<file path="config.mk">
export PLATFORM = sky130hd
export DESIGN_NAME = pixel_matrix_loader
export DESIGN_NICKNAME = d
export VERILOG_FILES = /design/src/rtl/pixel_matrix_loader.sv
export SDC_FILE = /design/constraint.sdc
export NUM_CORES = 1
export LEC_CHECK = 0
export BUFFER_PORTS_ARGS = -buffer_cell sky130_fd_sc_hd__clkbuf_2
export CORE_AREA = 2 2 260 262
export DETAILED_ROUTE_END_ITERATION = 8
export DIE_AREA = 0 0 262 264
export GPL_TIMING_DRIVEN = 0
export PLACE_DENSITY = 0.64
export SETUP_SLACK_MARGIN = 0.15
export SLEW_MARGIN = 10
export SYNTH_ARGS = -nofsm -noshare
export SYNTH_HDL_FRONTEND = slang
export SYNTH_SLANG_ARGS = --single-unit
</file>
<file path="constraint.sdc">
create_clock -name clk -period 26 [get_ports clk]
set_clock_uncertainty 0.1 [all_clocks]
set_input_delay 1.3 -clock clk [delete_from_list [all_inputs] [get_ports clk]]
set_output_delay 1.3 -clock clk [all_outputs]
set_load 0.01 [all_outputs]
</file>
<file path="src/rtl/pixel_matrix_loader.sv">
// rtl/pixel_matrix_loader.sv - raster pixel stream to packed NxN matrix loader with convolution handshake
// Optional macro LOADER_SOF_EN adds the s_sof start-of-frame resync input.
module pixel_matrix_loader #(
    parameter int N  = 9,
    parameter int DW = 8
) (
    input  logic                clk,
    input  logic                rst,
    input  logic [DW-1:0]       s_data,
    input  logic                s_valid,
`ifdef LOADER_SOF_EN
    input  logic                s_sof,
`endif
    output logic                s_ready,
    input  logic                conv_done,
    output logic                start,
    output logic [N*N*DW-1:0]   input_matrix,
    output logic                busy
);

    localparam int NN = N * N;
    localparam int IW = (NN > 1) ? $clog2(NN) : 1;
    localparam logic [IW-1:0] LAST_IDX = IW'(NN - 1);

    typedef enum logic [1:0] {
        IDLE  = 2'd0,
        FILL  = 2'd1,
        START = 2'd2,
        WAIT  = 2'd3
    } state_t;

    state_t             state_q, state_d;
    logic [IW-1:0]      idx_q, idx_d;
    logic               s_ready_q, s_ready_d;
    logic               start_q, start_d;
    logic               busy_q, busy_d;
    logic [NN*DW-1:0]   matrix_q, matrix_d;

    logic               xfer;
    logic               sof;
    logic [IW-1:0]      wr_idx;
    logic               last_px;

    assign xfer = s_valid && s_ready_q;

`ifdef LOADER_SOF_EN
    assign sof = s_sof;
`else
    assign sof = 1'b0;
`endif

    // A start-of-frame pixel always lands in slot 0 and resyncs the counter.
    assign wr_idx  = sof ? '0 : idx_q;
    assign last_px = sof ? (NN == 1) : (idx_q == LAST_IDX);

    always_comb begin
        state_d   = state_q;
        idx_d     = idx_q;
        s_ready_d = s_ready_q;
        start_d   = 1'b0;
        busy_d    = busy_q;
        matrix_d  = matrix_q;
        case (state_q)
            IDLE: begin
                state_d   = FILL;
                s_ready_d = 1'b1;
            end
            FILL: begin
                if (xfer) begin
                    matrix_d[wr_idx*DW +: DW] = s_data;
                    if (last_px) begin
                        state_d   = START;
                        idx_d     = '0;
                        s_ready_d = 1'b0;
                        start_d   = 1'b1;
                        busy_d    = 1'b1;
                    end else begin
                        idx_d = sof ? IW'(1) : idx_q + 1'b1;
                    end
                end
            end
            START: begin
                state_d = WAIT;
            end
            WAIT: begin
                if (conv_done) begin
                    state_d   = FILL;
                    idx_d     = '0;
                    s_ready_d = 1'b1;
                    busy_d    = 1'b0;
                end
            end
            default: begin
                state_d   = IDLE;
                s_ready_d = 1'b0;
                busy_d    = 1'b0;
            end
        endcase
    end

    always_ff @(posedge clk or posedge rst) begin
        if (rst) begin
            state_q   <= IDLE;
            idx_q     <= '0;
            s_ready_q <= 1'b0;
            start_q   <= 1'b0;
            busy_q    <= 1'b0;
            matrix_q  <= '0;
        end else begin
            state_q   <= state_d;
            idx_q     <= idx_d;
            s_ready_q <= s_ready_d;
            start_q   <= start_d;
            busy_q    <= busy_d;
            matrix_q  <= matrix_d;
        end
    end

    assign s_ready      = s_ready_q;
    assign start        = start_q;
    assign busy         = busy_q;
    assign input_matrix = matrix_q;

endmodule

</file>
=== Word level (Yosys, flattened, before mapping) ===
Cells that the tools add are included.

* Multipliers: 0
* Div/mod/pow operators: 0
* Reductions and logical operators: 9
* Shifts and indexed selects: 2
* Equality and inequality tests: 7
* Add/subtract/negate cells: 2
* Muxes and demuxes: 20
* Bitwise logic cells: 0
* Magnitude comparators: 0

{| class="wikitable"
|+ Operators with widths
! cell !! number
|-
| 648-bit bitwise mux || 1
|-
| 8-bit by 34-bit variable shift with 648-bit output (first input constant) || 1
|-
| 8-bit by 34-bit variable part select with 648-bit output || 1
|-
| 10-bit negation with 34-bit output || 1
|-
| 7-bit 2-to-1 mux || 3
|-
| 7-bit case mux with 2 select lines || 1
|-
| 1-bit 2-to-1 mux || 9
|-
| 2-bit case mux with 4 select lines || 1
|-
| 4-bit AND reduction || 2
|-
| 7-bit by 1-bit adder with 7-bit output (second input constant) || 1
|-
| 7-bit == test (second input constant) || 1
|-
| 2-bit 2-to-1 mux || 3
|-
| 2-bit inequality test (second input constant) || 3
|-
| 3-bit AND reduction || 2
|-
| 2-bit == test (second input constant) || 2
|-
| 1-bit case mux with 3 select lines || 1
|-
| 3-bit nonzero test || 1
|-
| 2-bit by 1-bit == test with 1-bit output (second input constant) || 1
|-
| 2-bit logical NOT || 1
|-
| 1-bit case mux with 2 select lines || 1
|-
| 2-bit AND reduction || 1
|-
| 2-bit nonzero test || 1
|-
| 1-bit logical AND || 1
|}

* Logic and storage cells: 46
* Bits in read-only memories: 0
* Memories: 0
* Bits in writable memories: 0
* Bits in latches: 0
* Input bits: 12
* Register bits: 660
* Output and inout bits: 651

=== Logic depth before layout (Yosys ltp) ===
* Word-level depth: 4
* Mapped depth: 15
* Gate-level depth less buffers: 10

=== Worst setup path after synthesis ===
OpenSTA, ideal clock, no wires.

* Kind: reg-to-reg
* Start: reg idx_q[0]
* End: reg matrix_q[208], in the netlist input_matrix[208]
* Setup time: 125 ps
* Period minus slack after synthesis: 3474 ps
* Data required time: 25775 ps
* Path slack: 22526 ps
* Arrival time: 3249 ps
* Path buffers: 3
* Cell stages (with the launch flop): 14
* Cells stage by stage: dfrtp_1 > buf_2 > clkbuf_1 > inv_1 > ha_1 > buf_2 > nand2b_1 > nor2_1 > ha_1 > nand4b_4 > nor3_1 > nand4_1 > nor2_2 > mux2_2

* Cells in the longest elaborated chain, start to end: 3
* Elaborated cells on any way between the ends: 4
* Classes of those cells: add/sub: 1; shift: 2; mux: 1

{| class="wikitable"
|+ RTL lines
! what !! line !! source
|-
| start, declared || 33 || <nowiki>logic [IW-1:0] idx_q, idx_d;</nowiki>
|-
| start signal, assigned || 111 || <nowiki>idx_q <= idx_d;</nowiki>
|-
| 10-bit negation with 34-bit output * || 70 || <nowiki>matrix_d[wr_idx*DW +: DW] = s_data;</nowiki>
|-
| 8-bit by 34-bit variable part select with 648-bit output / 8-bit by 34-bit variable shift with 648-bit output (equally long branches) || 70 ||
|-
| 648-bit bitwise mux * || 70 ||
|-
| end signal, assigned || 115 || <nowiki>matrix_q <= matrix_d;</nowiki>
|-
| end, declared || 37 || <nowiki>logic [NN*DW-1:0] matrix_q, matrix_d;</nowiki>
|}

Every way passes the cells marked *; elsewhere a longest branch is shown, timed or not.
A chain may end at the register's enable or synchronous reset.

=== Worst setup path in the final report ===
* Start: reg idx_q[0]
* End: reg matrix_q[210], in the netlist input_matrix[210]

Same word-level chain as after synthesis.

==> results.sh <==
export IMPL_status="completed"
export IMPL_cts_hold_buf=0
export IMPL_power_mw=3.03
export IMPL_drt_wirelength_per_cell_um=28.1
export IMPL_die_y_um=264
export IMPL_pre_cts_ws_ns=20.79
export IMPL_numCtsBuffers=73
export IMPL_yosys_warnings=0
export IMPL_grt_max_degree=123
export IMPL_yosysTopAreaCell="dfrtp_1"
export IMPL_fin_setup_tns_ns=0
export IMPL_fin_crit_ns=5.33
export IMPL_cts_sinks=660
export IMPL_synth_flop_cell="dfrtp_1"
export IMPL_dp_cells=3626
export IMPL_die_x_um=262
export IMPL_finalMaxSlewViolations=0
export IMPL_clkPwrFrac=0.358
export IMPL_clk_path_buf_depth=3
export IMPL_clkLatencyLatePin_ns=0.62
export IMPL_dieArea_sq_um=69200
export IMPL_cts_root_buf="clkbuf_16"
export IMPL_peakVddDrop_uv=51.4
export IMPL_setup_violations=0
export IMPL_synthArstFlopShare=1.00
export IMPL_stdcell_count=3756
export IMPL_power_frac_comb=0.260
export IMPL_drv_cap=0
export IMPL_hpwl_um=77800
export IMPL_synth_cell_types=56
export IMPL_p_leak_nw=17.1
export IMPL_crit_start="idx_q[0]$_DFFE_PP0P_"
export IMPL_p_int_mw=1.94
export IMPL_place_gp_congestion=0.926
export IMPL_layout_worst_path_cycle_share=0.205
export IMPL_drc=0
export IMPL_drive_gt1_frac=0.415
export IMPL_finalHoldViolCount=0
export IMPL_slew_headroom=0.111
export IMPL_core_area_sq_um=66600
export IMPL_synth_edf_count=0
export IMPL_fin_nets=2847
export IMPL_tritoncts="built"
export IMPL_drtPass1Iterations=6
export IMPL_synth_area_sq_um=26000
export IMPL_place_area_sq_um=30600
export IMPL_synth_top_area_frac=0.636
export IMPL_ios=663
export IMPL_power_density_nw_per_um2=91.5
export IMPL_required_ns=26.40
export IMPL_start_kind="flop"
export IMPL_io_buffers=661
export IMPL_rr_startpoint="idx_q[0]$_DFFE_PP0P_"
export IMPL_synthCells=2085
export IMPL_synthTopCellsByArea="dfrtp_1 (64%), mux2_2 (15%), o21ai_0 (9.5%), nand2_1 (2.2%), clkbuf_1 (1.6%)"
export IMPL_final_antenna_net_count=0
export IMPL_power_switching_mw=1.09
export IMPL_cts_resized_gates=0
export IMPL_min_from="input_matrix[496]$_DFFE_PP0P_"
export IMPL_fin_ws_ns=20.67
export IMPL_seq_area_frac_synth=0.636
export IMPL_path_class="reg2reg"
export IMPL_cp_max_fo=10
export IMPL_cts_clk_slew_worst_paths_ns=0.06
export IMPL_overflow=0
export IMPL_fin_util=0.497
export IMPL_cts_setup_buffers=0
export IMPL_synth_area_per_cell_sq_um=12.5
export IMPL_arrival_ns=5.73
export IMPL_yosysMostFrequentCell="dfrtp_1"
export IMPL_worst_pin_slew_ns=1.32
export IMPL_via_count=20800
export IMPL_grt_util_all_layers=0.302
export IMPL_wl_um=106000
export IMPL_p_sw_frac=0.360
export IMPL_drtIter0Drc=1743
export IMPL_start_util=0.390
export IMPL_rows=95
export IMPL_htree_levels=3
export IMPL_vias_per_cell=5.54
export IMPL_hold_path_class="reg2reg"
export IMPL_cp_end_kind="flop"
export IMPL_rsz0062_at_grt="false"
export IMPL_p_seq_frac=0.383
export IMPL_synth_common_cells="dfrtp_1 (660), o21ai_0 (493), mux2_2 (342), nand2_1 (151), clkbuf_1 (113)"
export IMPL_fin_area_sq_um=33100
export IMPL_timing_fmax_mhz=187
export IMPL_ys_ff_latch=660
export IMPL_synth_nets=2104
export IMPL_grt_pass1_wl_um=151000
export IMPL_antenna_found_initial=3
export IMPL_grt_pass1_vias=21100
export IMPL_holdWs_ns=0.374
export IMPL_area_growth_pct=27.4
==> sequential cells by signal, summed over array words and instances, names as in the netlist <==
| register | count |
|---|---|
| input_matrix | 648 |
| idx_q | 7 |
| state_q | 2 |
| busy | 1 |
| s_ready | 1 |
| start | 1 |
==> routing by layer <==
| layer | GRT usage | share of wire | vias to the layer above |
|---|---|---|---|
| met4 | 0.112 | 0.035 | 0 |
| li1 | - | - | 8887 |
| met1 | 0.384 | 0.40 | 10900 |
| met5 | 0 | 0 | - |
| met3 | 0.0787 | 0.081 | 178 |
| met2 | 0.495 | 0.48 | 893 |
==> layout by cell type, fill, tap and decap left out, types with 4 or more instances in the layout <==
cell,n
nand3b_1,6
nor2_1,39
nand3_1,32
clkbuf_2,662
nor2b_1,4
nand4_1,12
clkinv_4,4
clkbuf_8,17
or3_1,11
dfrtp_1,660
inv_1,12
a21o_1,7
clkinv_2,10
mux2_2,342
bufinv_16,6
nor2_2,18
and3_1,6
clkbuf_16,76
nand2_1,151
ha_1,7
o31ai_1,34
buf_16,6
o41ai_1,10
o2111ai_1,7
nor3_1,10
nor3_4,4
nor4_1,5
clkbuf_1,122
buf_2,24
and2_1,15
nand2b_1,11
o21ai_0,493
==> path summary, 6_finish.rpt <==
check	cells past startpoint	slack, ns	to
min in group asynchronous	2	0.62	input_matrix[525]$_DFFE_PP0P_
worst min-delay path	2	0.37	input_matrix[496]$_DFFE_PP0P_
worst min register to register	2	0.37	input_matrix[496]$_DFFE_PP0P_
worst max-delay path	13	20.67	input_matrix[210]$_DFFE_PP0P_
worst max register to register	13	20.67	input_matrix[210]$_DFFE_PP0P_
max in group asynchronous	5	23.38	input_matrix[625]$_DFFE_PP0P_
==> cell type report <==
cell class / instances / area, sq um
inverters: 13 / 56.3
well taps: 873 / 1090
clock buffers: 103 / 2170
repair buffers: 668 / 3480
fillers: 6018 / 33500
multi-input cells: 1270 / 8830
flip-flops and latches: 660 / 16500
plain buffers: 142 / 587
diodes: 1 / 2.50
clock inverters: 26 / 349
==> logic make-up (layout without fill, tap and decap cells) <==
logic type	count (synthesis)	after routing	synth area share
AOI/OAI and AO/OA	571	571	0.119
other	0	1	0
buffers and inverters	155	952	0.0244
adders and majority gates	7	7	0.00337
muxes	345	345	0.149
and+or+nand+nor	342	342	0.0664
DFF	660	660	0.636
xor gates and xnor gates	5	5	0.00169
==> power groups by stage <==
stage	logic [mW]	registers, mW	clock network, mW
floorplan	0.349	1.21	0
global placement	0.766	1.17	0
detailed placement	0.782	1.18	0
CTS	0.785	1.16	1.10
global route	0.832	1.17	1.14
finish	0.786	1.16	1.08
==> worst max-delay path, stage by stage, from the launching register on <==
cell and delay, ns:
dfrtp_1 0.35, buf_2 0.25, clkbuf_1 0.40, inv_1 0.16, ha_1 0.23, buf_2 0.19, nand2b_1 0.11, nor2_1 0.05
ha_1 0.20, nand4b_4 0.25, nor3_1 1.09, nand4_1 0.67, nor2_2 0.74, mux2_2 0.41
Note: power is estimated with default switching activity, not from simulation.
